### src/rtl/sample_burst_writer_if.sv
// Arbiter port bundle shared by memory requesters.
// Handshake: the requester holds req (and wr for writes) high for a whole burst and
// presents {addr, data}; one word transfers on every cycle where req && ack, and ack with req low is meaningless.
interface arbiter_if #(
    parameter int AN = 24,
    parameter int DN = 16
) ();
    logic          req;
    logic          wr;
    logic [AN-1:0] addr;
    logic [DN-1:0] data;
    logic          ack;

    modport master (output req, output wr, output addr, output data, input ack);
    modport slave  (input req, input wr, input addr, input data, output ack);
endinterface

### src/rtl/sample_burst_writer.sv
// Captures a LEN-sample window into memory: samples are queued in a FIFO and
// drained as BURST-word write bursts on the arbiter port, starting at BASE.
module sample_burst_writer #(
    parameter int            AN      = 24,
    parameter int            DN      = 16,
    parameter int            SN      = 10,
    parameter int            BURST   = 8,
    parameter logic [AN-1:0] BASE    = 24'he00000,
    parameter int            LEN     = 4096,
    parameter int            FIFO_AW = 5
) (
    input  logic             clkSYS,
    input  logic             reset,
    input  logic             start,
    input  logic             smpl_valid,
    input  logic [SN-1:0]    smpl,
    output logic             busy,
    output logic             done,
    output logic             overflow,
    output logic [FIFO_AW:0] level,
    output logic [1:0]       dbg_state,
    arbiter_if.master        bus
);
    localparam int DEPTH = 1 << FIFO_AW;
    localparam int CW    = $clog2(LEN + 1);
    localparam int BW    = $clog2(BURST + 1);

    localparam logic [CW-1:0]    LEN_C     = CW'(LEN);
    localparam logic [CW:0]      LAST_RET  = (CW + 1)'(LEN - 1);
    localparam logic [FIFO_AW:0] DEPTH_C   = (FIFO_AW + 1)'(DEPTH);
    localparam logic [FIFO_AW:0] BURST_L   = (FIFO_AW + 1)'(BURST);
    localparam logic [BW-1:0]    LAST_BEAT = BW'(BURST - 1);

    typedef enum logic [1:0] {
        S_IDLE    = 2'd0,
        S_CAPTURE = 2'd1,
        S_BURST   = 2'd2,
        S_FLUSH   = 2'd3
    } state_t;

    state_t             state_q, state_d;
    logic [CW-1:0]      smpl_cnt_q, smpl_cnt_d;
    logic [CW-1:0]      word_cnt_q, word_cnt_d;
    logic [CW-1:0]      drop_cnt_q, drop_cnt_d;
    logic [BW-1:0]      beat_q, beat_d;
    logic [AN-1:0]      addr_q, addr_d;
    logic               req_q, req_d;
    logic               busy_q, busy_d;
    logic               done_q, done_d;
    logic               ovf_q, ovf_d;
    logic [FIFO_AW-1:0] wr_ptr_q, wr_ptr_d;
    logic [FIFO_AW-1:0] rd_ptr_q, rd_ptr_d;
    logic [FIFO_AW:0]   level_q, level_d;

    logic [SN-1:0]      fifo_mem [DEPTH];

    logic               window_open;
    logic               take;
    logic               pop;
    logic               fifo_full;
    logic               push;
    logic               drop;
    logic [CW:0]        retired;
    logic               last_word;

    // Intake runs in CAPTURE and BURST until LEN samples have been seen, dropped ones included.
    always_comb begin
        window_open = ((state_q == S_CAPTURE) || (state_q == S_BURST)) && (smpl_cnt_q != LEN_C);
        take        = smpl_valid && window_open;
        pop         = req_q && bus.ack;
        fifo_full   = (level_q == DEPTH_C);
        push        = take && (!fifo_full || pop);
        drop        = take && fifo_full && !pop;
        retired     = {1'b0, word_cnt_q} + {1'b0, drop_cnt_q};
        last_word   = pop && (retired == LAST_RET);
    end

    always_comb begin
        state_d    = state_q;
        smpl_cnt_d = smpl_cnt_q;
        word_cnt_d = word_cnt_q;
        drop_cnt_d = drop_cnt_q;
        beat_d     = beat_q;
        addr_d     = addr_q;
        req_d      = req_q;
        busy_d     = busy_q;
        done_d     = 1'b0;
        ovf_d      = ovf_q;
        wr_ptr_d   = wr_ptr_q;
        rd_ptr_d   = rd_ptr_q;
        level_d    = level_q;

        if (push) wr_ptr_d = wr_ptr_q + 1'b1;
        if (pop)  rd_ptr_d = rd_ptr_q + 1'b1;
        case ({push, pop})
            2'b10:   level_d = level_q + 1'b1;
            2'b01:   level_d = level_q - 1'b1;
            default: level_d = level_q;
        endcase

        if (take) smpl_cnt_d = smpl_cnt_q + 1'b1;
        if (drop) begin
            drop_cnt_d = drop_cnt_q + 1'b1;
            ovf_d      = 1'b1;
        end
        // The final word keeps its own address so addr never leaves the window.
        if (pop) begin
            word_cnt_d = word_cnt_q + 1'b1;
            beat_d     = beat_q + 1'b1;
            if (!last_word) addr_d = addr_q + 1'b1;
        end

        case (state_q)
            S_IDLE: begin
                if (start) begin
                    state_d    = S_CAPTURE;
                    busy_d     = 1'b1;
                    smpl_cnt_d = '0;
                    word_cnt_d = '0;
                    drop_cnt_d = '0;
                    ovf_d      = 1'b0;
                    addr_d     = BASE;
                    wr_ptr_d   = '0;
                    rd_ptr_d   = '0;
                    level_d    = '0;
                end
            end
            S_CAPTURE: begin
                if (level_q >= BURST_L) begin
                    state_d = S_BURST;
                    req_d   = 1'b1;
                    beat_d  = '0;
                end else if (smpl_cnt_q == LEN_C) begin
                    if (level_q != '0) begin
                        state_d = S_FLUSH;
                        req_d   = 1'b1;
                        beat_d  = '0;
                    end else begin
                        state_d = S_IDLE;
                        busy_d  = 1'b0;
                        done_d  = 1'b1;
                    end
                end
            end
            S_BURST: begin
                if (last_word) begin
                    state_d = S_IDLE;
                    req_d   = 1'b0;
                    busy_d  = 1'b0;
                    done_d  = 1'b1;
                end else if (pop && (beat_q == LAST_BEAT)) begin
                    state_d = S_CAPTURE;
                    req_d   = 1'b0;
                end
            end
            S_FLUSH: begin
                if (last_word) begin
                    state_d = S_IDLE;
                    req_d   = 1'b0;
                    busy_d  = 1'b0;
                    done_d  = 1'b1;
                end
            end
            default: begin
                state_d = S_IDLE;
                req_d   = 1'b0;
                busy_d  = 1'b0;
            end
        endcase
    end

    always_ff @(posedge clkSYS or posedge reset) begin
        if (reset) begin
            state_q    <= S_IDLE;
            smpl_cnt_q <= '0;
            word_cnt_q <= '0;
            drop_cnt_q <= '0;
            beat_q     <= '0;
            addr_q     <= BASE;
            req_q      <= 1'b0;
            busy_q     <= 1'b0;
            done_q     <= 1'b0;
            ovf_q      <= 1'b0;
            wr_ptr_q   <= '0;
            rd_ptr_q   <= '0;
            level_q    <= '0;
        end else begin
            state_q    <= state_d;
            smpl_cnt_q <= smpl_cnt_d;
            word_cnt_q <= word_cnt_d;
            drop_cnt_q <= drop_cnt_d;
            beat_q     <= beat_d;
            addr_q     <= addr_d;
            req_q      <= req_d;
            busy_q     <= busy_d;
            done_q     <= done_d;
            ovf_q      <= ovf_d;
            wr_ptr_q   <= wr_ptr_d;
            rd_ptr_q   <= rd_ptr_d;
            level_q    <= level_d;
        end
    end

    always_ff @(posedge clkSYS) begin
        if (push) fifo_mem[wr_ptr_q] <= smpl;
    end

    // An empty FIFO presents zero rather than a stale entry.
    assign bus.data  = (level_q == '0) ? '0 : DN'(fifo_mem[rd_ptr_q]);
    assign bus.addr  = addr_q;
    assign bus.req   = req_q;
    assign bus.wr    = req_q;
    assign busy      = busy_q;
    assign done      = done_q;
    assign overflow  = ovf_q;
    assign level     = level_q;
    assign dbg_state = state_q;
endmodule

### src/flat_wrapper.sv
// flat-port wrapper written by rule: the top's interface ports become plain ports
module sample_burst_writer_flat 
#(
    parameter int            AN      = 24,
    parameter int            DN      = 16,
    parameter int            SN      = 10,
    parameter int            BURST   = 8,
    parameter logic [AN-1:0] BASE    = 24'he00000,
    parameter int            LEN     = 4096,
    parameter int            FIFO_AW = 5
)
  (clkSYS, reset, start, smpl_valid, smpl, busy, done, overflow, level, dbg_state, bus_req, bus_wr, bus_addr, bus_data, bus_ack);
  arbiter_if #(.AN(AN), .DN(DN)) bus_i ();
  input  logic clkSYS;
  input  logic reset;
  input  logic start;
  input  logic smpl_valid;
  input  logic [SN-1:0] smpl;
  output logic busy;
  output logic done;
  output logic overflow;
  output logic [FIFO_AW:0] level;
  output logic [1:0] dbg_state;
  output wire logic [$bits(bus_i.req)-1:0] bus_req;
  output wire logic [$bits(bus_i.wr)-1:0] bus_wr;
  output wire logic [$bits(bus_i.addr)-1:0] bus_addr;
  output wire logic [$bits(bus_i.data)-1:0] bus_data;
  input wire logic [$bits(bus_i.ack)-1:0] bus_ack;
  assign bus_req = bus_i.req;
  assign bus_wr = bus_i.wr;
  assign bus_addr = bus_i.addr;
  assign bus_data = bus_i.data;
  assign bus_i.ack = bus_ack;
  sample_burst_writer #(.AN(AN), .DN(DN), .SN(SN), .BURST(BURST), .BASE(BASE), .LEN(LEN), .FIFO_AW(FIFO_AW)) u_core (.clkSYS(clkSYS), .reset(reset), .start(start), .smpl_valid(smpl_valid), .smpl(smpl), .busy(busy), .done(done), .overflow(overflow), .level(level), .dbg_state(dbg_state), .bus(bus_i));
endmodule
### config.mk
export PLATFORM = sky130hd
export DESIGN_NAME = sample_burst_writer_flat
export DESIGN_NICKNAME = d
export VERILOG_FILES = /design/src/rtl/sample_burst_writer_if.sv /design/src/rtl/sample_burst_writer.sv /design/src/flat_wrapper.sv
export SDC_FILE = /design/constraint.sdc
export NUM_CORES = 1
export LEC_CHECK = 0
export CORE_MARGIN = 2
export CORE_UTILIZATION = 40
export DETAILED_ROUTE_END_ITERATION = 16
export DONT_BUFFER_PORTS = 1
export PLACE_DENSITY_LB_ADDON = 0.3
export SETUP_SLACK_MARGIN = 0.4
export SYNTH_ARGS = -nofsm -noshare
export SYNTH_HDL_FRONTEND = slang
export SYNTH_SLANG_ARGS = --single-unit
### constraint.sdc
create_clock -name clkSYS -period 4.6 [get_ports clkSYS]
set_input_delay 0.92 -clock clkSYS [delete_from_list [all_inputs] [get_ports clkSYS]]
set_output_delay 0.92 -clock clkSYS [all_outputs]
set_load 0.02 [all_outputs]
=== Word-level counts from Yosys, hierarchy flattened ===
Memories as Yosys holds them, arrays and structs flattened.
Cells that the tools add are included.

* Add/subtract/negate cells: 10
* $lt $le $gt $ge: 1
* Equality and inequality tests: 19
* Muxes and demuxes: 58
* Reductions and logical operators: 20

{| class="wikitable"
|+ Operators with widths
! kind !! count
|-
| $mux 13 || 9
|-
| $mux 24 || 4
|-
| $add 13x1->13 const B || 3
|-
| $mux 5 || 6
|-
| $add 24x1->24 const B || 1
|-
| $mux 4 || 5
|-
| $mux 1 || 19
|-
| $add 13x13->14 || 1
|-
| $eq 14x12->1 const B || 1
|-
| $mux 2 || 7
|-
| $eq 13x13->1 const B || 1
|-
| $ne 13x13->1 const B || 1
|-
| $mux 6 || 2
|-
| $pmux 6 s2 || 1
|-
| $add 5x1->5 const B || 2
|-
| $mux 10 || 1
|-
| $reduce_and 5->1 || 2
|-
| $logic_and 1x1->1 || 8
|-
| $ne 2x2->1 const B || 4
|-
| $pmux 2 s4 || 1
|-
| $add 6x1->6 const B || 1
|-
| $eq 2x2->1 const B || 3
|-
| $eq 6x6->1 const B || 1
|-
| $ge 6x4->1 const B || 1
|-
| other kinds (17) || 23
|}

* Register bits after elaboration: 89
* Memory bits (writable): 320
* Bits of input ports: 15
* Word-level logic and storage cells: 122
* Memories kept: 1

{| class="wikitable"
|+ Memory list
! memory !! words !! bits a word !! rd ports !! clocked after memory_dff !! write ports !! RTL line !! source
|-
| u_core.fifo_mem || 32 || 10 || 1 || 0 || 1 || sample_burst_writer.sv:55 || <nowiki>logic [SN-1:0] fifo_mem [DEPTH];</nowiki>
|}

=== Depth between registers and ports, before layout ===
Gate-level depths: netlist (run 1).

* Word-level depth: 9
* Depth in mapped cells: 15
* Depth with buffers taken out: 15

=== Worst setup path after synthesis (run 1) ===
No wires, ideal clock.

* Path type: input to register
* Start point: input port bus_ack
* End point: register u_core.level_q[5], in the netlist u_core.level[5]
* Library setup time: 0.078 ns
* Arrival time: 3.544 ns
* Data required time: 4.522 ns
* Slack: 0.978 ns
* Stages: 13
* Buffers on the path: 2
* Cell sequence: nand2_1 > inv_1 > clkbuf_1 > clkbuf_1 > ha_1 > ha_1 > a21o_1 > a21oi_1 > o21bai_1 > a21oi_1 > xor2_1 > or3_1 > a21oi_1

* Cells in the longest elaborated chain, start to end: 7
* Elaborated cells between the ends (all ways): 8

{| class="wikitable"
|+ Ends and longest elaborated chain
! what !! RTL line !! source
|-
| from (decl) || flat_wrapper.sv:28 || <nowiki>input wire logic [$bits(bus_i.ack)-1:0] bus_ack;</nowiki>
|-
| $logic_and 1x1->1 (*) || sample_burst_writer.sv:70 || <nowiki>pop = req_q && bus.ack;</nowiki>
|-
| $logic_or 1x1->1 || sample_burst_writer.sv:72 || <nowiki>push = take && (!fifo_full || pop);</nowiki>
|-
| $logic_and 1x1->1 || sample_burst_writer.sv:72 ||
|-
| $eq 2x1->1 / $eq 2x2->1 (equally long branches) || sample_burst_writer.sv:95 || <nowiki>case ({push, pop})</nowiki>
|-
| $pmux 6 s2 (*) || sample_burst_writer.sv:95 ||
|-
| $mux 6 || sample_burst_writer.sv:115 || <nowiki>if (start) begin</nowiki>
|-
| $mux 6 (*) || sample_burst_writer.sv:113 || <nowiki>case (state_q)</nowiki>
|-
| via u_core.level_d[5] || sample_burst_writer.sv:53 || <nowiki>logic [FIFO_AW:0] level_q, level_d;</nowiki>
|-
| to (signal assigned) || sample_burst_writer.sv:200 || <nowiki>level_q <= level_d;</nowiki>
|-
| to (decl) || sample_burst_writer.sv:53 ||
|}

The timed path passes the listed nets; every way through them passes the cells marked *.
A chain may end at the register's enable or synchronous reset.

=== Worst setup path after layout (run 1) ===
* Start point: register u_core.rd_ptr_q[0]
* End point: output port bus_data[0]

* Cells in the longest elaborated chain, start to end: 2

{| class="wikitable"
|+ Ends and longest elaborated chain
! what !! RTL line !! source
|-
| from (decl) || sample_burst_writer.sv:52 || <nowiki>logic [FIFO_AW-1:0] rd_ptr_q, rd_ptr_d;</nowiki>
|-
| from (signal assigned) || sample_burst_writer.sv:199 || <nowiki>rd_ptr_q <= rd_ptr_d;</nowiki>
|-
| $mem_v2 32x10 || - ||
|-
| $mux 10 || sample_burst_writer.sv:209 || <nowiki>assign bus.data = (level_q == '0) ? '0 : DN'(fifo_mem[rd_ptr_q]);</nowiki>
|-
| to (decl) || flat_wrapper.sv:27 || <nowiki>output wire logic [$bits(bus_i.data)-1:0] bus_data;</nowiki>
|}

No other way between the ends.

==> run metrics, run 1 <==
I/O Buffers=0; main area contributors after synthesis=edfxtp_1, mux4_2, dfrtp_1, nor2_1, ha_1; die footprint=0.0473 mm²; CTS H-tree depth=2; HPWL Detailed=24900 µm; CP endpoint kind=primary output; final instance area=0.0203 mm²; final setup fails=0; Syn Std Cell Area=0.0182 mm²; I/O pin total=68; share of the synthesized area in the top cell type=52.7%; CP dominant cell by count=mux4_2; worst-path maximum fanout=13; layout cell share with drive strength beyond 1=17.8%; Netlist cell types=64; Max Cap Viol=0; initial antenna violation count=1; most frequent cell after synthesis=edfxtp_1; R2R Setup Slk=970 ps; P_leak=6.92 nW; overflow left after global routing=0; Starting Density=40.3%; status=finished clean; GRT Util Overall=16.8%; cell count after synthesis=1169; # DRC=0; Post-synth EDFFs=320; Startpoint Class=flip-flop; core area=0.0452 mm²; Worst-Margin Slew=1110 ps; fillcell total=3952; CP peak stage delay=600 ps; Syn-to-layout area delta=11.5%; Slew HR=25.8%; vias after detailed routing=9851; Setup CP Type=flip-flop to primary output; gpl congestion=0.799; Final nets=1229; Pwr Density=533 mW/mm²; arrival time worst endpoint=3110 ps; critical path's slowest cell=dfrtp_4; Die H=217 µm; top cells by count, synth=edfxtp_1, nor2_1, mux4_2; Root Buffer=clkbuf_16; reg2reg end=u_core.level[5]$_DFF_PP0_; Tcrit/Tclk final=87.5%; drt initial violations=752; VDD IR-drop max=0.508 mV; final hold viol count=0; Synth async-reset ratio=21.8%; Seq cells post-synth=409; Post-DP Area=0.0189 mm²; vias in the first global route=10300; DR pass1 iterations=7; min-delay src=smpl[9]; Hold Path Class=input pin to flip-flop; Ant. Diodes=0; Most used DFF post-synth=edfxtp_1; cells on worst reg2reg path=13; largest net degree at the start of global routing=75; setup TNS=0 ps; Worst Setup SP=u_core.rd_ptr_q[0]$_DFF_PP0_; Worst Hold Depth=0; clk sinks=409; Final ANT Viol Nets=0; first-pass GRT wire length=60800 µm; CTS tree=done; CP cell instances=buf_4 -> mux4_2 -> mux4_2 -> mux2i_1 -> nor2_1; area of the multi-input gates=0.00604 mm²; Hold Path Sink=u_core.fifo_mem[23][9]$_DFFE_PP_; CTS resizes=0; Num CTS Buffers=44; Cell Rows=78; Mapped Avg Cell Area=15.6 µm²; origin of the critical flop-to-flop path=u_core.level[1]$_DFF_PP0_; routed wire length=38600 µm; Final Max Slew Viols=0; clk_skew=55.6 ps; wire per inst=21.3 µm; largest area contributor in the netlist=edfxtp_1; Max Fclk=248 MHz; RSZ-0062 raised after global routing=false; clk buf depth=3; sequential cell area=0.0118 mm²; worst-skew pair later-pin latency=590 ps; cts hold-fix bufs=0; die width=217 µm; Post-CTS Setup Inserts=0; clock transition at the registers of the reported paths=60 ps; yosys warns=0; sequential cell area fraction in the yosys report=64.9%; Worst EP required=3680 ps; Final Critical Period=4030 ps; vias per inst=5.44
## cells by family (layout without fill, tap and decap cells)
| family | Yosys count | count (layout) | share of synthesized area, % |
|---|---|---|---|
| AOI/OAI and AO/OA | 105 | 105 | 4.26 |
| and+or+nand+nor | 347 | 347 | 9.29 |
| buffers and inverters | 84 | 122 | 2.08 |
| xor gates and xnor gates | 45 | 45 | 2.16 |
| DFF | 409 | 409 | 64.9 |
| other | 1 | 6 | 0.0206 |
| muxes | 142 | 142 | 14.7 |
| adders and majority gates | 36 | 36 | 2.55 |
## state kept, by name (all words and copies together) (netlist names), 2 cells and up
| signal | count |
|---|---|
| u_core.beat_q | 4 |
| u_core.bus.addr | 24 |
| u_core.dbg_state | 2 |
| u_core.drop_cnt_q | 13 |
| u_core.fifo_mem | 320 |
| u_core.level | 6 |
| u_core.rd_ptr_q | 5 |
| u_core.smpl_cnt_q | 13 |
| u_core.word_cnt_q | 13 |
| u_core.wr_ptr_q | 5 |
## per-stage QoR
step	utilization, %	power, W	setup WS [ps]	instances	hold slack (ps)
after floorplan	-	0.00665	978	1174	496
after global placement	41.8	0.00743	874	1732	520
after detailed placement	41.8	0.00747	764	1732	531
after CTS	45.0	0.0110	485	1812	395
after global routing	45.0	0.0114	406	1812	394
final	45.0	0.0108	573	1812	430
## routing by layer
layer	track usage, %	part of all wire [%]
met5	0	0
met1	23.2	45
met2	26.9	47
met4	3.86	1.6
met3	4.17	6.8
## placed cells by master (no fill, tap or decap), types with 9 or more instances in the layout
cell / instances
mux4_2: 100
nor2_1: 126
and3_1: 11
nand4_1: 25
mux2i_1: 41
buf_4: 14
edfxtp_1: 320
nand2_1: 80
clkbuf_16: 44
xor2_1: 30
a21oi_1: 37
nand3_1: 22
or3_1: 9
nand2b_1: 20
o21ai_0: 14
xnor2_1: 15
a211oi_1: 9
a2111oi_2: 9
dfrtp_1: 84
inv_1: 24
ha_1: 34
## worst max-delay path, delay by kind of cell, from the launching register on
kind	cells	cell delay, ps
buffers and inverters	1	340
DFF	1	600
muxes	3	1390
and+or+nand+nor	1	180
## worst max path at each step
stage	to	slack [ps]
3_5_place_dp	u_core.level[5]$_DFF_PP0_	760
3_3_place_gp	u_core.level[5]$_DFF_PP0_	870
4_1_cts	bus_data[1]	480
5_1_grt	bus_data[2]	410
2_1_floorplan	u_core.level[5]$_DFF_PP0_	980
6_report	bus_data[0]	570
## cell type report
cell class                 count  share of cell area [%]
inverter                      25                   0.474
sequential                   409                    58.3
timing repair buffer          17                   0.813
clock buffer                  52                    5.57
clock inverter                28                    1.43
multi-input combinational    681                    29.7
tap                          600                    3.69
## power breakdown
part / total (W) / internal, W / switching (W)
logic: 0.00277 / 0.00127 / 0.00150
registers: 0.00459 / 0.00420 / 0.000397
clock network: 0.00348 / 0.00200 / 0.00148
total: 0.0108 / 0.00747 / 0.00337
(Power assumes the default switching activity.)
==> run 2: changes to the inputs <==
--- a/config.mk
+++ b/config.mk
@@ -5,6 +5,7 @@
 export SDC_FILE = /design/constraint.sdc
 export NUM_CORES = 1
 export LEC_CHECK = 0
+export ABC_AREA = 1
 export CORE_MARGIN = 2
 export CORE_UTILIZATION = 40
 export DETAILED_ROUTE_END_ITERATION = 16
==> run 2 against run 1 <==
Net effect:
- power increased by 4.9%
- utilization is 0.56 points higher
- critical path depth increased by 1
- non-clock buffer count is 33 higher
- critical endpoint is now bus_data[6]
- largest cell class unchanged
- largest power group unchanged
- highest routed layer unchanged
==> run metrics, run 2 <==
Largest register FFs=320 (unchanged); Max Cap Viol=0 (unchanged); Worst EP required=3680 ps (about the same); P_sw=0.00414 W (was 0.00337 W); cell count after synthesis=1755 (was 1169); most frequent cell after synthesis=edfxtp_1 (unchanged); vias per inst=5.41 (was 5.44); Buf/Inv on CP=2 (was 1); Top delay family on crit path=compound AO/OA/AOI/OAI gates (was multiplexers); GRT Util Overall=19.4% (was 16.8%); Mapped Avg Cell Area=10.6 µm² (was 15.6 µm²); worst-path maximum fanout=20 (was 13); origin of the critical flop-to-flop path=u_core.bus.req$_DFFE_PP0P_ (was u_core.level[1]$_DFF_PP0_); Max Fclk=246 MHz (was 248 MHz); Synth Area in Simple Gates=15.7% (was 9.29%); sequential cell area fraction in the yosys report=63.9% (was 64.9%); CP endpoint kind=primary output (unchanged); die footprint=0.0480 mm² (was 0.0473 mm²); first-pass GRT wire length=71700 µm (was 60800 µm); top cells by count, synth=edfxtp_1, nor2_1, o21ai_0 (was edfxtp_1, nor2_1, mux4_2); overflow left after global routing=0 (unchanged); I/O pin total=68 (unchanged); Synth Area in Adders=2.51% (was 2.55%); P_leak=7.63 nW (was 6.92 nW); core area=0.0456 mm² (was 0.0452 mm²); final instance area=0.0208 mm² (was 0.0203 mm²); share of the synthesized area in the top cell type=51.9% (was 52.7%); largest net degree at the start of global routing=127 (was 75); Cells after DPL=2326 (was 1732); Seq cells post-synth=409 (unchanged); most frequent cells in the layout=edfxtp_1, nor2_1, o21ai_0, nand2_1, inv_1 (was edfxtp_1, nor2_1, mux4_2, dfrtp_1, nand2_1); largest area contributor in the netlist=edfxtp_1 (unchanged); initial antenna violation count=0 (was 1); drt initial violations=1047 (was 752); setup TNS=0 ps (unchanged); CP cell instances=inv_1 -> o21ai_0 -> o211ai_1 -> o21ai_0 -> a41oi_1 -> buf_4 (was buf_4 -> mux4_2 -> mux4_2 -> mux2i_1 -> nor2_1); Post-synth EDFFs=320 (unchanged); gpl congestion=0.837 (was 0.799); Worst-Margin Slew=1070 ps (was 1110 ps); Die H=219 µm (was 217 µm); Biggest register=u_core.fifo_mem (unchanged); Final ANT Viol Nets=0 (unchanged); final hold viol count=0 (unchanged); Final Max Slew Viols=0 (unchanged); clk sinks=409 (unchanged); clock transition at the registers of the reported paths=60 ps (about the same); Worst Setup SP=u_core.rd_ptr_q[2]$_DFF_PP0_ (was u_core.rd_ptr_q[0]$_DFF_PP0_); I/O Buffers=0 (unchanged); vias in the first global route=12700 (was 10300); Setup CP Type=flip-flop to primary output (unchanged); Ant. Diodes=0 (unchanged); Hold Path Class=input pin to asynchronous set/reset pin (was input pin to flip-flop); combinational power share=30.2% (was 25.5%); clk_skew=16.2 ps (was 55.6 ps); HPWL Detailed=28400 µm (was 24900 µm); critical path's slowest cell=inv_1 (was dfrtp_4); worst-skew pair later-pin latency=580 ps (was 590 ps); Cell Rows=78 (unchanged); final setup fails=0 (unchanged); Pwr Density=548 mW/mm² (was 533 mW/mm²); Final Non-Filler Cells=2408 (was 1812); Tcrit/Tclk final=88.4% (was 87.5%); xor/xnor share of the synthesized area=0.899% (was 2.16%); Most used DFF post-synth=edfxtp_1 (unchanged); Final Power=0.0114 W (was 0.0108 W); commonest non-fill, non-tap cell in the layout=edfxtp_1 (unchanged); wire per inst=19.2 µm (was 21.3 µm); Num CTS Buffers=44 (unchanged); arrival time worst endpoint=3140 ps (was 3110 ps); sequential power share=39.7% (was 42.4%); largest family of logic cells by synthesized area=simple AND/OR/NAND/NOR gates (was multiplexers); Final nets=1823 (was 1229); Post-DP Area=0.0194 mm² (was 0.0189 mm²); CP dominant cell by count=o21ai_0 (was mux4_2); status=finished clean (unchanged); yosys warns=0 (unchanged); DR pass1 iterations=5 (was 7); Syn Std Cell Area=0.0185 mm² (was 0.0182 mm²); Slew HR=28.7% (was 25.8%); VDD IR-drop max=0.385 mV (was 0.508 mV); Syn-to-layout area delta=12.1% (was 11.5%); Compound-Gate Fraction of Synth Area=12.1% (was 4.26%); Startpoint Class=flip-flop (unchanged); RSZ-0062 raised after global routing=false (unchanged); routed wire length=46200 µm (was 38600 µm); CP peak stage delay=720 ps (was 600 ps); Final Critical Period=4060 ps (was 4030 ps); clock network power share=30.1% (was 32.1%); Switching Share=36.4% (was 31.1%); main area contributors after synthesis=edfxtp_1, dfrtp_1, nor2_1, o21ai_0, nand2_1 (was edfxtp_1, mux4_2, dfrtp_1, nor2_1, ha_1); Final Core Density=45.5% (was 45.0%); Synth async-reset ratio=21.8% (unchanged); CTS resizes=0 (unchanged); Netlist cell types=53 (was 64); CTS H-tree depth=2 (unchanged); Starting Density=40.6% (was 40.3%); die width=219 µm (was 217 µm); CTS tree=done (unchanged); layout cell share with drive strength beyond 1=8.85% (was 17.8%); Root Buffer=clkbuf_16 (unchanged); Post-CTS Setup Inserts=0 (unchanged); mux cell area share after synthesis=0% (was 14.7%); clk buf depth=3 (unchanged); Int Power=0.00723 W (was 0.00747 W); vias after detailed routing=13000 (was 9851); cts hold-fix bufs=0 (unchanged); # DRC=0 (unchanged)
[run 2: power by group through the flow]
stage / Sequential [W] / Combinational (W) / Clock, W
after floorplan: 0.00448 / 0.00239 / 0
after global placement: 0.00458 / 0.00339 / 0
after detailed placement: 0.00458 / 0.00344 / 0
after CTS: 0.00451 / 0.00346 / 0.00347
after global routing: 0.00454 / 0.00383 / 0.00361
final: 0.00451 / 0.00344 / 0.00342
[run 2: logic make-up after synthesis]
family,count (synthesis)
AO/OA/AOI/OAI,391
XOR/XNOR,19
adder cells (fa/ha/maj),36
other,1
buffers and inverters,225
AND/OR/NAND/NOR,674
flip-flops,409
[run 2: cell type report]
type / count / area, µm²
clock inverter: 20 / 153
multi-input combinational: 1126 / 5810
tap: 600 / 751
timing repair buffer: 50 / 413
fill: 4170 / 24800
inverter: 141 / 537
clock buffer: 62 / 1240
sequential: 409 / 11800
[run 2: stage by stage]
stage | setup slack (ps) | hold WS (ps)
after floorplan | 1380 | 503
after global placement | 905 | 543
after detailed placement | 843 | 548
after CTS | 438 | 397
after global routing | 456 | 414
final | 535 | 391
[run 2: final timing paths]
check / slack [ps] / end / cells past startpoint
worst min-delay path: 390 / u_core.done$_DFF_PP0_ / 1
min in group clkSYS: 430 / u_core.drop_cnt_q[8]$_DFF_PP0_ / 1
worst max-delay path: 540 / bus_data[6] / 6
max in group asynchronous: 3280 / u_core.bus.addr[21]$_DFF_PP1_ / 2
worst min register to register: 550 / u_core.bus.addr[23]$_DFF_PP1_ / 2
worst max register to register: 1070 / u_core.level[5]$_DFF_PP0_ / 16
[run 2: worst register-to-register path: cells and delay by family (launching register included)]
family,cells,cell delay [ps]
simple gates,4,1010
flops,1,550
fa+ha+maj,2,660
compound gates,7,780
buf+inv,3,410
[run 2: layer usage]
metal	up-vias	track usage [%]	share of wire, %
met5	-	0	0
met3	76	3.19	6.3
met4	0	6.53	2.5
met2	398	31.3	46
li1	6211	-	-
met1	6344	26.5	45
==> run 3: changes to the inputs <==
==> constraint.sdc (replaced) <==
create_clock -name clkSYS -period 4.5 [get_ports clkSYS]
set_input_delay 0.9 -clock clkSYS [delete_from_list [all_inputs] [get_ports clkSYS]]
set_output_delay 0.9 -clock clkSYS [all_outputs]
set_load 0.02 [all_outputs]
==> run 3 against run 2 <==
Net effect:
- final cell count shrank 0.50%
- combinational power rose by 3%
- clock skew is 1.4 ps lower
- sequential power grew 2%
- clock power up 7.9%
- flip-flop and latch count unchanged
- power increased by 4.3%
==> run metrics, run 3 (same netlist as run 2, synthesis figures left out) <==
Int Power=0.00763 W (was 0.00723 W); I/O pin total=68 (unchanged); Final Non-Filler Cells=2396 (was 2408); Cell Rows=78 (unchanged); drt initial violations=1264 (was 1047); Syn-to-layout area delta=12.2% (was 12.1%); Max Fclk=258 MHz; critical path's slowest cell=dfrtp_4 (was inv_1); Slew HR=25.6% (was 28.7%); P_sw=0.00423 W (was 0.00414 W); CTS H-tree depth=2 (unchanged); M2 GR Usage=30.0% (was 31.3%); vias in the first global route=12500 (was 12700); Final ANT Viol Nets=0 (unchanged); most frequent cells in the layout=edfxtp_1, nor2_1, o21ai_0, nand2_1, inv_1 (unchanged); Biggest register=u_core.fifo_mem (unchanged); Num CTS Buffers=44 (unchanged); Hold Path Class=input pin to asynchronous set/reset pin (unchanged); met1 track demand over resource=26.4% (was 26.5%); final setup fails=0 (unchanged); worst-path maximum fanout=47 (was 20); clk buf depth=3 (unchanged); die footprint=0.0480 mm² (unchanged); Top delay family on crit path=buffers and inverters (was compound AO/OA/AOI/OAI gates); DR pass1 iterations=5 (unchanged); arrival time worst endpoint=2980 ps (was 3140 ps); sequential power share=38.9% (was 39.7%); clk sinks=409 (unchanged); clock network power share=31.1% (was 30.1%); commonest non-fill, non-tap cell in the layout=edfxtp_1 (unchanged); final hold viol count=0 (unchanged); clock transition at the registers of the reported paths=60 ps (about the same); reg2reg end=u_core.level[5]$_DFF_PP0_ (unchanged); Ant. Diodes=0 (unchanged); CP endpoint kind=primary output (unchanged); Root Buffer=clkbuf_16 (unchanged); GRT Util Overall=19.1% (was 19.4%); setup TNS=0 ps (unchanged); Final Critical Period=3880 ps; P_leak=7.61 nW (was 7.63 nW); Die H=219 µm (unchanged); Worst-Margin Slew=1110 ps (was 1070 ps); HPWL Detailed=27700 µm (was 28400 µm); Max Cap Viol=0 (unchanged); overflow left after global routing=0 (unchanged); Worst EP required=3600 ps (was 3680 ps); first-pass GRT wire length=70700 µm (was 71700 µm); Buf/Inv on CP=3 (was 2); Cells after DPL=2313 (was 2326); Tcrit/Tclk final=86.2%; Switching Share=35.7% (was 36.4%); Setup CP Type=flip-flop to primary output (unchanged); # DRC=0 (unchanged); CTS tree=done (unchanged); layout cell share with drive strength beyond 1=8.24% (was 8.85%); die width=219 µm (unchanged); Final nets=1811 (was 1823); fillcell total=4223 (was 4170); met3 usage=4.31% (was 3.19%); vias after detailed routing=13000 (about the same); routed wire length=46000 µm (was 46200 µm); gpl congestion=0.806 (was 0.837); CP cell instances=inv_8 -> buf_4 -> o21ai_0 -> o22ai_1 -> nand2_1 -> nand3_1 -> o21ai_0 -> a21oi_1 -> buf_4 (was inv_1 -> o21ai_0 -> o211ai_1 -> o21ai_0 -> a41oi_1 -> buf_4); VDD IR-drop max=0.472 mV (was 0.385 mV); Post-CTS Setup Inserts=0 (unchanged); largest net degree at the start of global routing=149 (was 127); vias per inst=5.41 (about the same); worst-skew pair later-pin latency=580 ps (about the same); status=finished clean (unchanged); combinational power share=30.0% (was 30.2%); I/O Buffers=0 (unchanged); clk_skew=14.8 ps (was 16.2 ps); Final Power=0.0119 W (was 0.0114 W); core area=0.0456 mm² (unchanged); wire per inst=19.2 µm (about the same); Top Usage Layer GRT=met2 (unchanged); RSZ-0062 raised after global routing=false (unchanged); Final Max Slew Viols=0 (unchanged); R2R Setup Slk=1070 ps (about the same); CP peak stage delay=610 ps (was 720 ps); Largest register FFs=320 (unchanged); Pwr Density=571 mW/mm² (was 548 mW/mm²); Starting Density=40.6% (unchanged); Startpoint Class=flip-flop (unchanged); cells on worst reg2reg path=18 (was 16); origin of the critical flop-to-flop path=u_core.dbg_state[0]$_DFFE_PP0P_ (was u_core.bus.req$_DFFE_PP0P_); initial antenna violation count=1 (was 0)
-- run 3: changes by cell type in the layout (fill, tap and decap cells not counted), sizes merged --
| cell | delta |
|---|---|
| buf | -13 |
| bufinv | +4 |
| clkbuf | -1 |
| clkinvlp | -2 |
-- run 3: how the worst max path moves through the flow --
| stage | startpoint | end | slack (ps) | cells after the start |
|---|---|---|---|---|
| 2_1_floorplan | reset | u_core.beat_q[0]$_DFF_PP0_ | 1300 | 1 |
| 3_3_place_gp | bus_ack | u_core.level[5]$_DFF_PP0_ | 970 | 16 |
| 3_5_place_dp | bus_ack | u_core.level[5]$_DFF_PP0_ | 920 | 16 |
| 4_1_cts | u_core.rd_ptr_q[0]$_DFF_PP0_ | bus_data[4] | 470 | 9 |
| 5_1_grt | u_core.rd_ptr_q[0]$_DFF_PP0_ | bus_data[0] | 460 | 8 |
| 6_report | u_core.rd_ptr_q[0]$_DFF_PP0_ | bus_data[4] | 620 | 9 |
-- run 3: routing by layer --
layer / wire length, µm / vias up
met1: 20100 / 6275
met4: 1320 / 0
met2: 21000 / 427
met3: 3570 / 77
li1: - / 6189
met5: 0 / -
-- run 3: stage by stage --
stage                     utilization (%)  cell area [µm²]  hold slack, ps  worst slack (ps)
final                                45.6            20800             322               619
after floorplan                         -            18500             503              1300
after global placement               42.3            19300             541               973
after detailed placement             42.3            19300             549               917
after global routing                 45.6            20800             383               462
after CTS                            45.5            20700             329               472
-- run 3: power groups by stage --
stage                     clock (W)  combinational, W  sequential (W)
after floorplan                   0           0.00244         0.00458
after global placement            0           0.00345         0.00468
after detailed placement          0           0.00351         0.00468
after CTS                   0.00376           0.00352         0.00461
after global routing        0.00389           0.00396         0.00465
final                       0.00369           0.00356         0.00462
-- run 3: layout make-up --
cell class                 count  area, µm²  area share (%)
clock inverter                22        256            1.23
tap                          600        751            3.61
inverter                     141        539            2.60
timing repair buffer          38        348            1.67
sequential                   409      11800            57.0
clock buffer                  60       1210            5.84
multi-input combinational   1126       5820            28.0
-- run 3: worst reg2reg max path, stage by stage, from the launching register on --
cell and delay (ps):
dfrtp_1 540, inv_1 140, ha_1 300, nand2_1 50, inv_1 60, nand2_2 100, nor2_1 280, inv_2 140
ha_1 310, ha_1 370, a21oi_1 140, and2_1 170, o21ai_0 80, a21oi_1 130, inv_1 60, a21oi_1 100
o21ai_0 110, o21ai_0 170, a21oi_1 60
-- run 3: repair_timing --
action	4_1_cts	5_1_grt
endpoints found under the setup margin	0	8
gates resized for setup	0	4
hold buffers	0	0
